===== src/rtl/if_fetch_buffer.sv =====
// Instruction fetch stage: issues single-outstanding imem requests from the PC
// register, queues returned {pc, inst} pairs and drives the registered IF/ID outputs.
module if_fetch_buffer #(
  parameter int DEPTH = 4,
  parameter int AW    = 32,
  parameter int DW    = 32
) (
  input  logic          clk,
  input  logic          rst,
  input  logic [AW-1:0] pc_i,
  input  logic          ce_i,
  input  logic [5:0]    stall,
  input  logic          flush,
  output logic          imem_req_o,
  output logic [AW-1:0] imem_addr_o,
  input  logic          imem_ack_i,
  input  logic [DW-1:0] imem_rdata_i,
  output logic          stallreq_o,
  output logic [AW-1:0] id_pc_o,
  output logic [DW-1:0] id_inst_o,
  output logic          id_valid_o
);
  localparam int PW = (DEPTH > 1) ? $clog2(DEPTH) : 1;

  typedef enum logic [1:0] {IDLE, WAIT, DROP} state_t;

  state_t        r_state, w_state_n;
  logic [PW:0]   r_count;
  logic [PW-1:0] r_wr_ptr, r_rd_ptr;
  logic [AW-1:0] r_mem_pc   [DEPTH];
  logic [DW-1:0] r_mem_inst [DEPTH];

  logic w_busy, w_free, w_ack_wait, w_accept, w_push, w_pop, w_unused;

  // An outstanding request reserves a FIFO slot so its data always has room.
  assign w_busy     = (r_state != IDLE);
  assign w_free     = ({1'b0, r_count} + {{(PW+1){1'b0}}, w_busy}) < (PW+2)'(DEPTH);
  assign w_ack_wait = (r_state == WAIT) & imem_ack_i;
  assign w_accept   = ce_i & ~flush & w_free & ((r_state == IDLE) | w_ack_wait);
  assign w_push     = ~flush & w_ack_wait;
  assign w_pop      = ~flush & ~stall[1] & (r_count != '0);
  assign stallreq_o = ce_i & ~w_accept;
  assign w_unused   = ^{stall[5:3], stall[0]};

  always_comb begin
    w_state_n = r_state;
    case (r_state)
      IDLE: if (w_accept) w_state_n = WAIT;
      WAIT: begin
        if (imem_ack_i)  w_state_n = w_accept ? WAIT : IDLE;
        else if (flush)  w_state_n = DROP;
      end
      DROP: if (imem_ack_i) w_state_n = IDLE;
      default: w_state_n = IDLE;
    endcase
  end

  always_ff @(posedge clk) begin
    if (rst) begin
      r_state     <= IDLE;
      imem_req_o  <= 1'b0;
      imem_addr_o <= '0;
    end else begin
      r_state    <= w_state_n;
      imem_req_o <= (w_state_n != IDLE);
      if (w_accept) imem_addr_o <= pc_i;
    end
  end

  // Storage needs no reset; only pointers and count define occupancy.
  always_ff @(posedge clk) begin
    if (!rst && w_push) begin
      r_mem_pc[r_wr_ptr]   <= imem_addr_o;
      r_mem_inst[r_wr_ptr] <= imem_rdata_i;
    end
  end

  always_ff @(posedge clk) begin
    if (rst || flush) begin
      r_count  <= '0;
      r_wr_ptr <= '0;
      r_rd_ptr <= '0;
    end else begin
      if (w_push) r_wr_ptr <= r_wr_ptr + 1'b1;
      if (w_pop)  r_rd_ptr <= r_rd_ptr + 1'b1;
      case ({w_push, w_pop})
        2'b10:   r_count <= r_count + 1'b1;
        2'b01:   r_count <= r_count - 1'b1;
        default: r_count <= r_count;
      endcase
    end
  end

  // stall[1] with stall[2] held keeps the current instruction in ID;
  // stall[1] alone inserts a bubble.
  always_ff @(posedge clk) begin
    if (rst || flush) begin
      id_pc_o    <= '0;
      id_inst_o  <= '0;
      id_valid_o <= 1'b0;
    end else if (stall[1]) begin
      if (!stall[2]) begin
        id_pc_o    <= '0;
        id_inst_o  <= '0;
        id_valid_o <= 1'b0;
      end
    end else if (r_count != '0) begin
      id_pc_o    <= r_mem_pc[r_rd_ptr];
      id_inst_o  <= r_mem_inst[r_rd_ptr];
      id_valid_o <= 1'b1;
    end else begin
      id_pc_o    <= '0;
      id_inst_o  <= '0;
      id_valid_o <= 1'b0;
    end
  end
endmodule


===== config.mk =====
export PLATFORM = sky130hd
export DESIGN_NAME = if_fetch_buffer
export DESIGN_NICKNAME = d
export VERILOG_FILES = /design/src/rtl/if_fetch_buffer.sv
export SDC_FILE = /design/constraint.sdc
export NUM_CORES = 1
export LEC_CHECK = 0
export BUFFER_PORTS_ARGS = -buffer_cell sky130_fd_sc_hd__buf_4
export CAP_MARGIN = 30
export CORE_ASPECT_RATIO = 0.75
export CORE_UTILIZATION = 40
export CTS_CLUSTER_SIZE = 25
export DETAILED_ROUTE_END_ITERATION = 12
export HOLD_SLACK_MARGIN = 0.03
export PLACE_DENSITY_LB_ADDON = 0.3
export SKIP_LAST_GASP = 1
export SYNTH_ARGS = -nofsm -noshare
export SYNTH_HDL_FRONTEND = slang
export SYNTH_SLANG_ARGS = --single-unit

===== constraint.sdc =====
create_clock -name clk -period 7.93 [get_ports clk]
set_input_delay 0 -clock clk [delete_from_list [all_inputs] [get_ports clk]]
set_output_delay 0 -clock clk [all_outputs]
set_load 0.01 [all_outputs]

After elaboration in Yosys (flattened, before gate mapping)
Memory sizes are Yosys's and may differ from the RTL's. A register that Yosys moved wholly into a read port is not among the register bits.
Index checks and enable logic that the tools add are counted.
{ "word_totals": {"regBits": 107, "latch_bits": 0, "mem_bits_rw": 256, "mem_bits_ro": 0, "in_bits": 75, "out_inout_bits": 99, "elab_cells": 63, "mem_count": 2} }
{ "op_classes": {"add_sub_neg": 5, "mul": 0, "div_mod_pow": 0, "n_lt_le_gt_ge": 1, "n_eq_ne": 5, "shifts": 0, "n_mux": 21, "bitwise": 12, "reduce_logical": 8} }
{ "memory_table": {"columns": ["name", "words", "word_bits", "rd", "rd_clocked_by_memory_dff", "write_ports", "line_no", "text"], "rows": [
  ["r_mem_inst", 4, 32, 1, 1, 1, "31", "logic [DW-1:0] r_mem_inst [DEPTH];"],
  ["r_mem_pc", 4, 32, 1, 1, 1, "30", "logic [AW-1:0] r_mem_pc [DEPTH];"]
]} }
{ "ops": {"columns": ["operator", "count"], "rows": [
  ["32-bit two-way mux", 5],
  ["2-bit two-way mux", 8],
  ["1-bit bitwise AND", 8],
  ["1-bit two-way mux", 6],
  ["2-bit case mux with 3 select lines", 1],
  ["3-bit case mux with 2 select lines", 1],
  ["2-bit nonzero test", 3],
  ["2-bit by 1-bit adder with 2-bit output, second input constant", 2],
  ["3-bit by 1-bit adder with 4-bit output", 1],
  ["2-bit by 1-bit == test with 1-bit output, second input constant", 2],
  ["2-bit == test, second input constant", 2],
  ["4-bit by 3-bit < comparator with 1-bit output, second input constant", 1],
  ["3-bit by 1-bit adder with 3-bit output, second input constant", 1],
  ["1-bit inverter", 3],
  ["3-bit nonzero test", 1],
  ["3-bit by 1-bit subtractor with 3-bit output, second input constant", 1],
  ["2-bit zero test", 1],
  ["2-bit != test, second input constant", 1],
  ["1-bit logical AND", 1],
  ["1-bit zero test", 1],
  ["1-bit logical OR", 1],
  ["1-bit OR", 1]
]} }

Longest topological paths before layout
Gate-level depths: netlist of run 1.
{ "logic_depth": {"depth_word": 9, "depth_mapped": 8} }

Least setup slack after synthesis of run 1
No wires, ideal clock.
{ "synth_timing": {"kind": "flip-flop to flip-flop", "start": "reg r_state[1]", "end": "mem r_mem_inst[0][0], enable pin", "t_arrival_ns": 2.282, "required_time_ns": 7.501, "setup_slack_ns": 5.219, "stages_incl_launch_ff": 4, "period_less_slack_ns": 2.711, "cell_sequence": "dfxtp_1 nand3b_1 nor2_1 and2_1"} }
{ "synth_via": {"elab_chain_len": 6} }
{ "synth_lines": {"columns": ["element", "line_no", "text"], "rows": [
  ["start, declared", "27", "state_t r_state, w_state_n;"],
  ["start signal, assigned", "64", "r_state <= w_state_n;"],
  ["2-bit by 1-bit == test with 1-bit output", "38", "assign w_ack_wait = (r_state == WAIT) & imem_ack_i;"],
  ["1-bit bitwise AND", "38", null],
  ["1-bit bitwise AND", "40", "assign w_push = ~flush & w_ack_wait;"],
  ["1-bit logical AND", "72", "if (!rst && w_push) begin"],
  ["1-bit two-way mux", "72", null],
  ["1-bit two-way mux (implied by the code)", "74", "r_mem_inst[r_wr_ptr] <= imem_rdata_i;"],
  ["end, declared", "31", null]
]} }
Every way passes these cells.

==> flow_summary.toml, run 1 <==
[status]
status = "finished clean"

[power]
power.internal_uw = 3063
peakVddDrop_uv = 134.2
power_density_nw_per_um2 = 224.8
leakage_uw = 0.005828
power_uw = 3801
switching_share_pct = 19.42
switchingPower_uw = 738.2
clockPowerShare_pct = 42.3
seqPwrFrac_pct = 54.3
p_comb_share_pct = 3.4

[hold_path]
holdPathEnd = "imem_addr_o[16]"
holdCritStartpoint = "rst"
hp-class = "in2reg"
holdPathStages = 3

[layout]
fin_util_pct = 51.75
fillers = 2700
multiInputGateArea_sq_um = 3181
n_antenna_cell = 0
drive_gt1_share_pct = 31.62
area_delta_synth_final_pct = 26.40
seq_area_sq_um = 9877
final_nets = 1029

[route]
totalWireLength_um = 26440
wl_per_cell_um = 18.67
dr_wl_met3_um = 1798
drt-pass1-iter-count = 4
ant_nets = 0
drt-met1-wl_um = 11530
drt_iter0_markers = 426
vias_per_cell = 4.883
wl_met2_um = 12690
topRoutingLayerUsed = "met4"
vias = 6915
drcViolationCount = 0

[clock_network]
clk_path_buf_depth = 3
ctsResizeCount = 0
cts_hold_buf = 76
clk_latency_ns = 0.52
cts_buffers = 36
cts_tree = "yes"
cts_max_level = 2
cts.sinks = 365
postCtsSetupRepairBufs = 0
clkSlewWorstSetupHoldPaths_ns = 0.06
clockRootBuffer = "clkbuf_16"

[timing]
hold-worst-slack_ns = 0.1160
worstMarginPinSlew_ns = 0.8865
setup_viol = 0
fin_crit_ns = 2.427
maxSlewViolCount = 0
fin_crit_sh_pct = 30.60
fmax_ghz = 0.4121
slew-limit-headroom_pct = 40.90
finalHoldViolations = 0
timing.setup.tns_ns = 0
skew_ns = 0.01180
rsz0062_at_grt = "false"

[floorplan]
core_area_sq_um = 32660
die_h_um = 160.4
rows = 57
initial_utilization_pct = 40.94
io_pins = 174
die_w_um = 213.1
dieArea_sq_um = 34180

[setup_path]
crit_required_ns = 8.33
crit_fanout = 36
worstPathCellList = "buf_4 > mux4_2 > a22o_1"
start_kind = "flop"
slowest_delay_ns = 0.75
cp_slowest_cell = "dfxtp_4"
cp.arrival_ns = 2.83
path_class = "reg2reg"
r2r_setup_slack_ns = 5.50
endpoint_kind = "flop"
r2r_end = "id_inst_o[12]"
reg2reg_depth = 3

[logic_synthesis]
synth_cell_types = 40
synth_warnings = 0
synth_cells = 695
ys_ff_latch = 365
synth.avg_cell_area_sq_um = 19.24
syn-num-nets = 776
yosysSeqAreaShare_pct = 73.80
syn_area_sq_um = 13370

[global_route]
grt_usage_pct = 15.72
grt_antenna_before_repair = 0
grt_max_degree = 69
grt_pass1_wl_um = 40920
grt_pass1_vias = 7143
grt-ovfl-total = 0

[placement]
numPortBuffers = 169
hpwl_um = 15120
gp_congestion = 0.6583

[job]
drv_cap = 0
==> cells in the final DEF (no fill, tap or decap), types with 4 or more instances in the layout <==
cell type,count
dfxtp_1,107
a22o_1,64
buf_4,176
clkbuf_1,8
clkinv_1,6
a21oi_1,6
mux4_2,64
clkbuf_8,9
clkbuf_16,37
nor2_1,7
inv_1,8
edfxtp_1,256
nand2b_1,64
ha_1,5
and2_4,4
clkinv_2,4
mux2i_1,33
dlygate4sd3_1,76
==> worst max path at each step <==
stage	end	startpoint	slack, ns	depth (start not counted)
final	id_inst_o[12]	flop	5.50	3
after global routing	id_inst_o[5]	flop	5.26	3
after CTS	id_inst_o[5]	flop	5.38	3
after detailed placement	id_inst_o[5]	flop	5.38	3
after global placement	id_inst_o[5]	flop	5.39	3
after floorplan	r_mem_inst[0][0]	r_state[1]	5.22	3
==> final cells by class <==
type	count	area share, %
clock buffers	54	6.387
clock inverters	10	0.2516
inverters	8	0.1776
multi-input cells	282	18.81
flip-flops and latches	365	58.43
well taps	442	3.271
repair buffers	255	12.67
==> flip-flops by register name, summed over array words and instances, names as in the netlist, named ones only <==
register	cells
id_inst_o	32
r_rd_ptr	2
r_mem_inst	128
id_pc_o	32
r_wr_ptr	2
r_state	2
r_count	3
r_mem_pc	128
imem_req_o	1
id_valid_o	1
imem_addr_o	32
==> cell families (layout without fill, tap and decap cells) <==
family,Yosys count,count (layout),synth area share (%)
AOI/OAI and AO/OA,79,79,4.902
and+or+nand+nor,96,96,4.594
xor gates and xnor gates,3,3,0.1965
DFF,365,365,73.80
adders and majority gates,6,6,0.6175
buffers and inverters,48,327,2.563
muxes,98,98,13.33
==> power by group through the flow <==
stage	Sequential [uW]	Clock, uW	Combinational [uW]
4_1_cts	2060	1650	131
6_report	2060	1610	130
3_5_place_dp	2100	0	101
3_3_place_gp	2100	0	99.3
5_1_grt	2060	1730	141
2_1_floorplan	2100	0	43.1
==> Yosys cell counts, drive strengths merged <==
library cell / number / area, sq um
a21boi: 1 / 11.26
or4: 1 / 7.510
and2: 5 / 31.28
nor4b: 1 / 23.77
ha: 5 / 62.56
buf: 25 / 254.0
nor2: 7 / 26.28
nand2: 2 / 7.510
dfxtp: 109 / 2182
fa: 1 / 20.02
a22oi: 1 / 7.510
o21ai: 3 / 15.01
edfxtp: 256 / 7687
inv: 8 / 30.03
o31ai: 1 / 7.510
and3: 1 / 6.260
o21bai: 1 / 7.510
a22o: 64 / 560.5
a31oi: 1 / 6.260
nand3b: 1 / 7.510
nor2b: 3 / 18.77
xnor2: 1 / 8.760
xor2: 2 / 17.52
or3: 2 / 12.51
mux2i: 33 / 330.3
mux2: 1 / 11.26
clkbuf: 15 / 58.81
mux4: 64 / 1441
a21bo: 1 / 10.01
nor3: 5 / 47.54
or2: 2 / 15.02
nand2b: 64 / 400.4
nand3: 2 / 10.01
a21oi: 6 / 30.03
==> per-layer routing <==
| layer | vias up | track usage (%) |
|---|---|---|
| met5 | - | 0 |
| met4 | 0 | 3.896 |
| li1 | 3250 | - |
| met2 | 157 | 25.85 |
| met3 | 36 | 4.908 |
| met1 | 3472 | 20.27 |
==> critical path, delay by kind of cell (launching register included) <==
kind	cells	cell delay [ns]
multiplexers	1	0.60
AO/OA/AOI/OAI	1	0.19
flip-flops	1	0.75
buffers and inverters	1	0.73
==> per-stage QoR <==
| stage | worst slack [ns] | instance area (sq um) | instances |
|---|---|---|---|
| floorplan | 5.219 | 13370 | 695 |
| global placement | 5.392 | 14960 | 1273 |
| detailed placement | 5.379 | 15020 | 1276 |
| CTS | 5.376 | 16910 | 1416 |
| global route | 5.257 | 16910 | 1416 |
| finish | 5.503 | 16910 | 1416 |
(Power assumes the default switching activity.)
==> run 2: changes to the inputs <==
--- a/config.mk
+++ b/config.mk
@@ -5,6 +5,7 @@
 export SDC_FILE = /design/constraint.sdc
 export NUM_CORES = 1
 export LEC_CHECK = 0
+export ABC_AREA = 1
 export BUFFER_PORTS_ARGS = -buffer_cell sky130_fd_sc_hd__buf_4
 export CAP_MARGIN = 30
 export CORE_ASPECT_RATIO = 0.75
==> constraint.sdc (replaced) <==
create_clock -name clk -period 2.42 [get_ports clk]
set_input_delay 0 -clock clk [delete_from_list [all_inputs] [get_ports clk]]
set_output_delay 0 -clock clk [all_outputs]
set_load 0.01 [all_outputs]
==> run 2 against run 1 <==
Net effect:
- wire length rose by 18%
- setup slack got worse by 5.2 ns
- global-route usage rose by 2.3 points
- core utilization fell by 0.46 points
- count of clock-buffer cells in the layout fell by 3
- sequential power rose to 3.3 times the previous value
- power rose to 3.3 times the previous value
- first-iteration DRC count rose by 35%
- non-clock buffer count rose by 4
- highest routed layer unchanged
==> flow_summary.toml, run 2 <==
[timing]
maxSlewViolCount = 0
slew-limit-headroom_pct = 39.34
fmax_ghz = 0.4692
setup_viol = 0
finalHoldViolations = 0
timing.setup.tns_ns = 0
fin_crit_ns = 2.132
skew_ns = 0.01104
rsz0062_at_grt = "false"
worstMarginPinSlew_ns = 0.9085
fin_crit_sh_pct = 88.08
setup_ws_ns = 0.2885

[route]
drcViolationCount = 0
wl_met2_um = 14280
drt-met1-wl_um = 14880
totalWireLength_um = 31180
dr_wl_met3_um = 1489
ant_nets = 0
vias_per_cell = 4.898
vias = 9286
topRoutingLayerUsed = "met4"
drt-pass1-iter-count = 7
drt_iter0_markers = 575
wl_per_cell_um = 16.44

[layout]
instances_no_fill = 1896
largestRegisters = "r_mem_inst: 128 flops, r_mem_pc: 128 flops"
seq_area_sq_um = 9877
multiInputGateArea_sq_um = 3172
area_delta_synth_final_pct = 26.24
n_antenna_cell = 0
drive_gt1_share_pct = 17.63
final_nets = 1501
fillers = 2947
layout_common_cells = "edfxtp_1, nor2_1, buf_4"
layout_commonest_cell = "edfxtp_1"

[logic_synthesis]
synth.avg_cell_area_sq_um = 11.41
synth_cell_types = 26
synth_cells = 1194
yosys.area.top_type = "edfxtp_1"
synth_most_common_cell = "edfxtp_1"
synth.area.top_cells = "edfxtp_1, dfxtp_1, o21ai_0"
ys_ff_latch = 365
syn-num-nets = 1275
synth_warnings = 0
synth_ff_type = "edfxtp_1"
synth-async-reset-ratio_pct = 0
synth_top_area_share_pct = 56.43
yosysSeqAreaShare_pct = 72.45
syn_area_sq_um = 13620
synth-edff-count = 256
synth_common_cells = "edfxtp_1, nor2_1, o21ai_0"

[setup_path]
crit_fanout = 5
worstPathCellList = "inv_1 > nand2_1 > o21bai_1 > nor2_1 > ha_1 > inv_1 > fa_1 > a21oi_1 > o21ai_0 > o21ai_0 > a21oi_1"
endpoint_kind = "flop"
cp_slowest_cell = "fa_1"
path_class = "reg2reg"
start_kind = "flop"
crit_required_ns = 2.81
cp.arrival_ns = 2.52
slowest_delay_ns = 0.38

[job]
drv_cap = 0

[clock_network]
clockRootBuffer = "clkbuf_16"
postCtsSetupRepairBufs = 0
clkSlewWorstSetupHoldPaths_ns = 0.06
clk_latency_ns = 0.51
clk_path_buf_depth = 3
cts_buffers = 37
cts_tree = "yes"
ctsResizeCount = 0
cts_max_level = 2
cts.sinks = 365
cts_hold_buf = 71

[power]
leakage_uw = 0.006137
power_uw = 12590
power_density_nw_per_um2 = 731.9
peakVddDrop_uv = 382.8

[placement]
numPortBuffers = 169
hpwl_um = 17190
post-place-ws_ns = 0.3581
gp_congestion = 0.7502
dp.cells = 1760

[floorplan]
die_w_um = 215.1
die_h_um = 161.8
dieArea_sq_um = 34810
initial_utilization_pct = 40.63
rows = 58
core_area_sq_um = 33530
io_pins = 174

[global_route]
grt_pass1_wl_um = 48890
grt-ovfl-total = 0
grt_usage_pct = 18.00
grt_pass1_vias = 8889
grt_max_degree = 129
grt_antenna_before_repair = 0

[status]
status = "finished clean"

[hold_path]
hp-class = "in2reg"
[run 2: cell count changes after synthesis, sizes merged, moves of 5 or more]
cell / delta
and2: -5
o21ai: +228
buf: +15
clkbuf: +17
mux2i: -33
inv: +48
nor3: -5
nand2b: -64
nand2: +142
nor2: +199
a21oi: +102
a22o: -64
mux4: -64
[run 2: area by class of cell]
cell class / count / share of cell area [%]
Sequential cell: 365 / 57.43
Multi-Input combinational cell: 701 / 18.44
Timing Repair Buffer: 259 / 13.07
Clock buffer: 51 / 6.104
Tap cell: 450 / 3.274
Inverter: 56 / 1.237
Clock inverter: 14 / 0.4438
[run 2: path summary, 6_finish.rpt]
path / endpoint / start / cells past startpoint / slack [ns]
min: id_inst_o[27] / stall[2] / 5 / 0.08
min reg2reg: id_inst_o[7] / id_inst_o[7] / 2 / 0.46
max: r_count[2] / r_count[0] / 11 / 0.29
max reg2reg: r_count[2] / r_count[0] / 11 / 0.29
[run 2: power by group]
group | switching, uW | internal (uW)
Combinational | 235 | 245
Clock | 2270 | 3040
Sequential | 69.5 | 6730
Total | 2570 | 10000
[run 2: worst max-delay path: cells and delay by family, from the launching register on]
kind / cells / cell delay [ns]
adders and majority gates: 2 / 0.58
and+or+nand+nor: 2 / 0.36
buffers and inverters: 2 / 0.15
AOI/OAI and AO/OA: 5 / 0.58
DFF: 1 / 0.33
[run 2: logic make-up (layout without fill, tap and decap cells)]
family | count (synthesis) | in the layout | synth area share [%]
compound gates | 341 | 341 | 12.58
xor+xnor | 1 | 1 | 0.06430
fa+ha+maj | 6 | 6 | 0.6062
buf+inv | 128 | 380 | 4.491
flops | 365 | 365 | 72.45
simple gates | 353 | 353 | 9.809
[run 2: routing by layer]
metal	global-route usage (%)	vias up
li1	-	4577
met1	25.30	4482
met2	28.66	190
met3	3.315	37
met4	5.061	0
met5	0	-
[run 2: metrics by stage]
stage / util [%] / hold WS [ns] / instance area (sq um)
2_1_floorplan: - / 0.08392 / 13630
3_3_place_gp: 45.82 / 0.2025 / 15360
3_5_place_dp: 45.82 / 0.2064 / 15360
4_1_cts: 51.30 / 0.07259 / 17200
5_1_grt: 51.30 / 0.1292 / 17200
6_report: 51.30 / 0.08342 / 17200
